File: src/rtl/matvec_param.sv
// matvec_param: M x N signed matrix-vector multiplier with a single MAC.
// The matrix W (row-major) and then the vector x arrive on one valid/ready input channel.
// The block computes y = W*x one row at a time and streams y[0..M-1] out.
// Between jobs the stored W can be kept, so that a job loads only a new x.
module matvec_param #(
  parameter int unsigned M      = 3,
  parameter int unsigned N      = 3,
  parameter int unsigned DATA_W = 14,
  parameter int unsigned ACC_W  = 2 * DATA_W + $clog2(N)
) (
  input  logic                     clk,
  input  logic                     reset,
  input  logic                     input_valid,
  output logic                     input_ready,
  input  logic signed [DATA_W-1:0] input_data,
  input  logic                     reload_w,
  output logic                     output_valid,
  input  logic                     output_ready,
  output logic signed [ACC_W-1:0]  output_data
);

  localparam int unsigned WA_W  = $clog2(M * N);
  localparam int unsigned XA_W  = $clog2(N);
  localparam int unsigned RA_W  = $clog2(M);
  localparam int unsigned PR_W  = 2 * DATA_W;

  localparam logic [WA_W-1:0] WLast = WA_W'(M * N - 1);
  localparam logic [XA_W-1:0] XLast = XA_W'(N - 1);
  localparam logic [RA_W-1:0] RLast = RA_W'(M - 1);
  localparam logic [WA_W-1:0] NStep = WA_W'(N);

  typedef enum logic [1:0] {
    StLoadW,
    StLoadX,
    StMac,
    StOut
  } state_e;

  state_e                    r_state;
  logic [WA_W-1:0]           r_waddr;    // W write address while loading
  logic [XA_W-1:0]           r_xaddr;    // x write address while loading
  logic [RA_W-1:0]           r_row;      // current output row
  logic [WA_W-1:0]           r_wbase;    // row * N, kept incrementally
  logic [XA_W-1:0]           r_k;        // column of the next read
  logic                      r_issue;    // reads still to issue for this row
  logic                      r_rd_vld;   // a read was issued on the previous edge
  logic                      r_rd_last;  // that read was column N-1
  logic signed [ACC_W-1:0]   r_acc;
  logic                      r_in_rdy;
  logic                      r_out_vld;

  logic signed [DATA_W-1:0]  r_mem_w [M*N];
  logic signed [DATA_W-1:0]  r_mem_x [N];
  logic signed [DATA_W-1:0]  r_w_rd;
  logic signed [DATA_W-1:0]  r_x_rd;

  logic                      w_in_hs;
  logic                      w_out_hs;
  logic                      w_rd_en;
  logic [WA_W-1:0]           w_rd_addr;
  logic signed [PR_W-1:0]    w_prod;
  logic signed [ACC_W-1:0]   w_prod_ext;

  // Handshakes, read address and sign-extended product.
  always_comb begin
    w_in_hs    = input_valid & r_in_rdy;
    w_out_hs   = r_out_vld & output_ready;
    w_rd_en    = (r_state == StMac) & r_issue;
    w_rd_addr  = r_wbase + WA_W'(r_k);
    w_prod     = r_w_rd * r_x_rd;
    w_prod_ext = {{(ACC_W - PR_W){w_prod[PR_W-1]}}, w_prod};
  end

  // Operand memories: synchronous write, synchronous read, contents need no reset.
  always_ff @(posedge clk) begin
    if (w_in_hs && (r_state == StLoadW)) begin
      r_mem_w[r_waddr] <= input_data;
    end
    if (w_in_hs && (r_state == StLoadX)) begin
      r_mem_x[r_xaddr] <= input_data;
    end
    if (w_rd_en) begin
      r_w_rd <= r_mem_w[w_rd_addr];
      r_x_rd <= r_mem_x[r_k];
    end
  end

  // Control FSM with counters, accumulator and registered handshake outputs.
  always_ff @(posedge clk or negedge reset) begin
    if (!reset) begin
      r_state   <= StLoadW;
      r_waddr   <= '0;
      r_xaddr   <= '0;
      r_row     <= '0;
      r_wbase   <= '0;
      r_k       <= '0;
      r_issue   <= 1'b0;
      r_rd_vld  <= 1'b0;
      r_rd_last <= 1'b0;
      r_acc     <= '0;
      r_in_rdy  <= 1'b0;
      r_out_vld <= 1'b0;
    end else begin
      unique case (r_state)
        StLoadW: begin
          // Ready rises one cycle after entering from reset; no data is lost.
          r_in_rdy <= 1'b1;
          if (w_in_hs) begin
            if (r_waddr == WLast) begin
              r_waddr <= '0;
              r_state <= StLoadX;
            end else begin
              r_waddr <= r_waddr + WA_W'(1);
            end
          end
        end
        StLoadX: begin
          r_in_rdy <= 1'b1;
          if (w_in_hs) begin
            if (r_xaddr == XLast) begin
              r_xaddr   <= '0;
              r_in_rdy  <= 1'b0;
              r_state   <= StMac;
              r_acc     <= '0;
              r_k       <= '0;
              r_issue   <= 1'b1;
              r_rd_vld  <= 1'b0;
              r_rd_last <= 1'b0;
            end else begin
              r_xaddr <= r_xaddr + XA_W'(1);
            end
          end
        end
        StMac: begin
          // Product of the read issued last edge is accumulated this edge.
          if (r_rd_vld) begin
            r_acc <= r_acc + w_prod_ext;
          end
          if (r_issue) begin
            r_rd_vld  <= 1'b1;
            r_rd_last <= (r_k == XLast);
            if (r_k == XLast) begin
              r_k     <= '0;
              r_issue <= 1'b0;
            end else begin
              r_k <= r_k + XA_W'(1);
            end
          end else begin
            r_rd_vld <= 1'b0;
          end
          if (r_rd_vld && r_rd_last) begin
            r_rd_vld  <= 1'b0;
            r_rd_last <= 1'b0;
            r_out_vld <= 1'b1;
            r_state   <= StOut;
          end
        end
        StOut: begin
          if (w_out_hs) begin
            r_out_vld <= 1'b0;
            if (r_row == RLast) begin
              r_row    <= '0;
              r_wbase  <= '0;
              r_in_rdy <= 1'b1;
              r_state  <= reload_w ? StLoadW : StLoadX;
            end else begin
              r_row   <= r_row + RA_W'(1);
              r_wbase <= r_wbase + NStep;
              r_acc   <= '0;
              r_k     <= '0;
              r_issue <= 1'b1;
              r_state <= StMac;
            end
          end
        end
        default: begin
          r_state <= StLoadW;
        end
      endcase
    end
  end

  assign input_ready  = r_in_rdy;
  assign output_valid = r_out_vld;
  assign output_data  = r_acc;

endmodule

File: config.mk
export PLATFORM = sky130hd
export DESIGN_NAME = matvec_param
export DESIGN_NICKNAME = d
export VERILOG_FILES = /design/src/rtl/matvec_param.sv
export SDC_FILE = /design/constraint.sdc
export NUM_CORES = 1
export LEC_CHECK = 0
export BUFFER_PORTS_ARGS = -buffer_cell sky130_fd_sc_hd__clkbuf_2
export CAP_MARGIN = 30
export CORE_MARGIN = 5
export CORE_UTILIZATION = 38
export DETAILED_ROUTE_END_ITERATION = 12
export REMOVE_ABC_BUFFERS = 1
export SETUP_SLACK_MARGIN = 0.5
export SYNTH_ARGS = -nofsm -noshare
export SYNTH_HDL_FRONTEND = slang
export SYNTH_SLANG_ARGS = --single-unit
export TNS_END_PERCENT = 10
File: constraint.sdc
create_clock -name clk -period 8.84 [get_ports clk]
set_clock_uncertainty 0.1 [all_clocks]
set_input_delay 1.768 -clock clk [delete_from_list [all_inputs] [get_ports clk]]
set_output_delay 1.768 -clock clk [all_outputs]
set_load 0.03 [all_outputs]
==> summary.txt <==
Worst setup path
  – Startpoint Class: flip-flop
  – Arrival @ worst endpoint: 7.03 ns
  – Crit path buffers/inverters: 6
  – Crit. End Element: flip-flop
  – Reg2Reg Depth: 22
  – CP peak stage delay: 0.57 ns
  – CP max stage cell: edfxtp_1
  – Critical R2R Capture: output_data[24]
  – Crit path top cell by count: fa_1
  – Critical path data required time: 9.15 ns
  – CP max FO: 14
  – End of the critical path: output_data[24]
  – Crit. Startpoint: r_x_rd[0]
  – CP Cell Sequence: nand2_1, buf_4, inv_1, fa_1, inv_1, fa_1, inv_1, fa_1, fa_1, fa_1, inv_1, fa_1, inv_1, ha_1, nand3_1, or3_1, nor3_1, o21ai_1, a21oi_1, o31a_1, xnor2_1, o21ai_0
  – Worst R2R Start: r_x_rd[0]
  – CP Depth: 22
  – Crit path max-delay family: adder cells
  – R2R Setup Slk: 2.12 ns
  – Kind of critical path: reg2reg

Layout
  – Area Growth Syn to Fin: 10.68%
  – Fill cell count: 4596
  – Inserted Diodes: 0
  – Total area of sequential cells: 7162 µm²
  – Fraction of layout instances using a drive strength above 1: 9.058%
  – Area of the multi-input gates: 10150 µm²
  – Final Net Count: 1986

Yosys
  – Yosys reg bits: 247
  – Cell count after synthesis: 1585
  – Post-synth top cells: inv_1 (334), fa_1 (246), edfxtp_1 (196), nand2_1 (156), and2_1 (101)
  – Synth top area share: 31.41%
  – Average size of a mapped cell: 11.82 µm²
  – Leading post-synthesis cells by cell area: edfxtp_1 (31%), fa_1 (26%), dfrtp_1 (6.8%)
  – EDFF count, synth: 196
  – Unique masters post-synth: 55
  – Post-synth top flop: edfxtp_1
  – Most frequent cell after synthesis: inv_1
  – Synth area leader: edfxtp_1
  – Syn Std Cell Area: 18740 µm²
  – Yosys warns: 0
  – Post-synth ARST share: 20.65%
  – Sequential fraction of the synthesis area: 38.22%

Global route
  – Tot GR Track Use: 15.07%
  – Pin count of the biggest net entering global routing: 52
  – Vias in the first global route: 11920
  – Grt ovf: 0
  – Global-route wire length before repair: 65010 µm
  – Initial antenna violation count: 1

Timing
  – Final setup violation count: 0
  – Final Cycle Share: 75.98%
  – RSZ-0062 raised after global routing: no
  – Max_slew headroom: 34.74%
  – Max Slew Vio Count: 0
  – Measured slew at the worst slew-check pin: 0.9789 ns
  – Fin. Hold Viols: 0
  – Min Hold Slack: 0.4178 ns
  – Maximum achievable frequency: 148.9 MHz
  – TNS Setup: 0 ns
  – Final worst path period need: 6.717 ns

Clock tree
  – Post-CTS sizing: 0
  – TritonCTS Buffers: 28
  – Worst-path clk slew: 0.06 ns
  – Postcts setup bufs: 0
  – CTS tree: done
  – Clock H-tree levels: 1
  – Post-CTS Hold Buffers: 0
  – Worst-case clock buffer depth: 3
  – Clock Sinks: 247
  – Clk Tree Root Cell: clkbuf_16
  – Worst skew pair latency: 0.58 ns

Placed design
  – Port bufs: 50
  – Detail Placement HPWL: 30600 µm
  – Gp weighted congestion: 0.8563

Job
  – # Max-Cap Violations: 0

Floorplan
  – Die Y: 232.1 µm
  – FP Rows: 81
  – Chip width: 232.1 µm
  – Core Region: 48850 µm²
  – Full die area: 53850 µm²
  – Boundary pin count: 51
  – Initial core utilization: 38.36%

Min path
  – Min-delay worst type: reg2reg

Route
  – Pre-Repair DR Iteration Count: 5
  – Met3 WL: 1385 µm
  – Residual DRC: 0
  – Vias post-DR: 11000
  – WL/cell: 16.88 µm
  – WL met1: 17290 µm
  – Post-DRT Antenna Nets: 0
  – WL met2: 19240 µm
  – WL final: 38980 µm
  – Top Layer Used: met5
  – Vias/cell: 4.765
  – Drt initial violations: 556

Status
  – Status: complete, no violations
[placed cells by master, fill, tap and decap left out, types with 8 or more instances in the layout]
| master | instances |
|---|---|
| inv_1 | 334 |
| nand3_1 | 10 |
| o21ai_0 | 57 |
| edfxtp_1 | 196 |
| fa_1 | 245 |
| clkbuf_16 | 28 |
| and2_1 | 101 |
| mux4_2 | 28 |
| a22o_1 | 10 |
| nand2_1 | 156 |
| a21o_1 | 17 |
| dfrtp_1 | 51 |
| clkbuf_2 | 50 |
| nor3_1 | 8 |
| xnor2_1 | 17 |
| ha_1 | 96 |
| a21oi_1 | 42 |
| xor2_1 | 13 |
| mux2i_1 | 30 |
| a31oi_1 | 8 |
| nor2_1 | 35 |
[sequential cells by signal (all words and copies together), names as in the netlist]
name / count
r_xaddr: 2
r_row: 2
r_rd_last: 1
r_x_rd: 14
r_mem_w: 126
r_k: 2
r_w_rd: 14
r_waddr: 4
r_wbase: 4
r_mem_x: 42
r_issue: 1
r_rd_vld: 1
output_valid: 1
input_ready: 1
output_data: 30
r_state: 2
[cells by family after synthesis]
kind of cell             synth area share [%]
AO/OA/AOI/OAI                           5.576
XOR/XNOR                                1.496
adder cells (fa/ha/maj)                 32.76
buffers and inverters                   7.792
flip-flops                              38.22
multiplexers                            5.088
AND/OR/NAND/NOR                         9.068
[worst min path at each step]
stage,start,endpoint,slack (ns),cells after the start
6_report,r_row[1],r_row[1],0.42,1
5_1_grt,r_row[1],r_row[1],0.44,1
4_1_cts,r_row[1],r_row[1],0.42,1
3_5_place_dp,r_row[1],r_row[1],0.41,1
3_3_place_gp,r_row[1],r_row[1],0.39,1
2_1_floorplan,r_row[1],r_row[1],0.37,1
[final cells by class]
type / instances / area share, %
multi-input cells: 952 / 48.94
flip-flops and latches: 247 / 34.53
inverters: 334 / 6.045
well taps: 664 / 4.006
clock buffers: 31 / 3.433
repair buffers: 61 / 1.876
clock inverters: 20 / 1.164
[per-layer routing]
layer	vias to the layer above	track usage, %
met5	-	0
met4	2	3.840
met3	66	2.250
met2	190	25.87
met1	5572	20.23
li1	5172	-
[through the flow]
step	worst slack (ns)	cells	util (%)	area, µm²
final	2.123	2309	42.45	20740
after global routing	1.772	2309	42.45	20740
after CTS	2.116	2308	42.40	20710
after detailed placement	2.091	2257	40.45	19760
after global placement	2.230	2254	40.33	19700
after floorplan	2.390	1533	-	18530
Power is not shown: default switching activity piles up to over one toggle a cycle in this logic, so the estimate is an artifact.
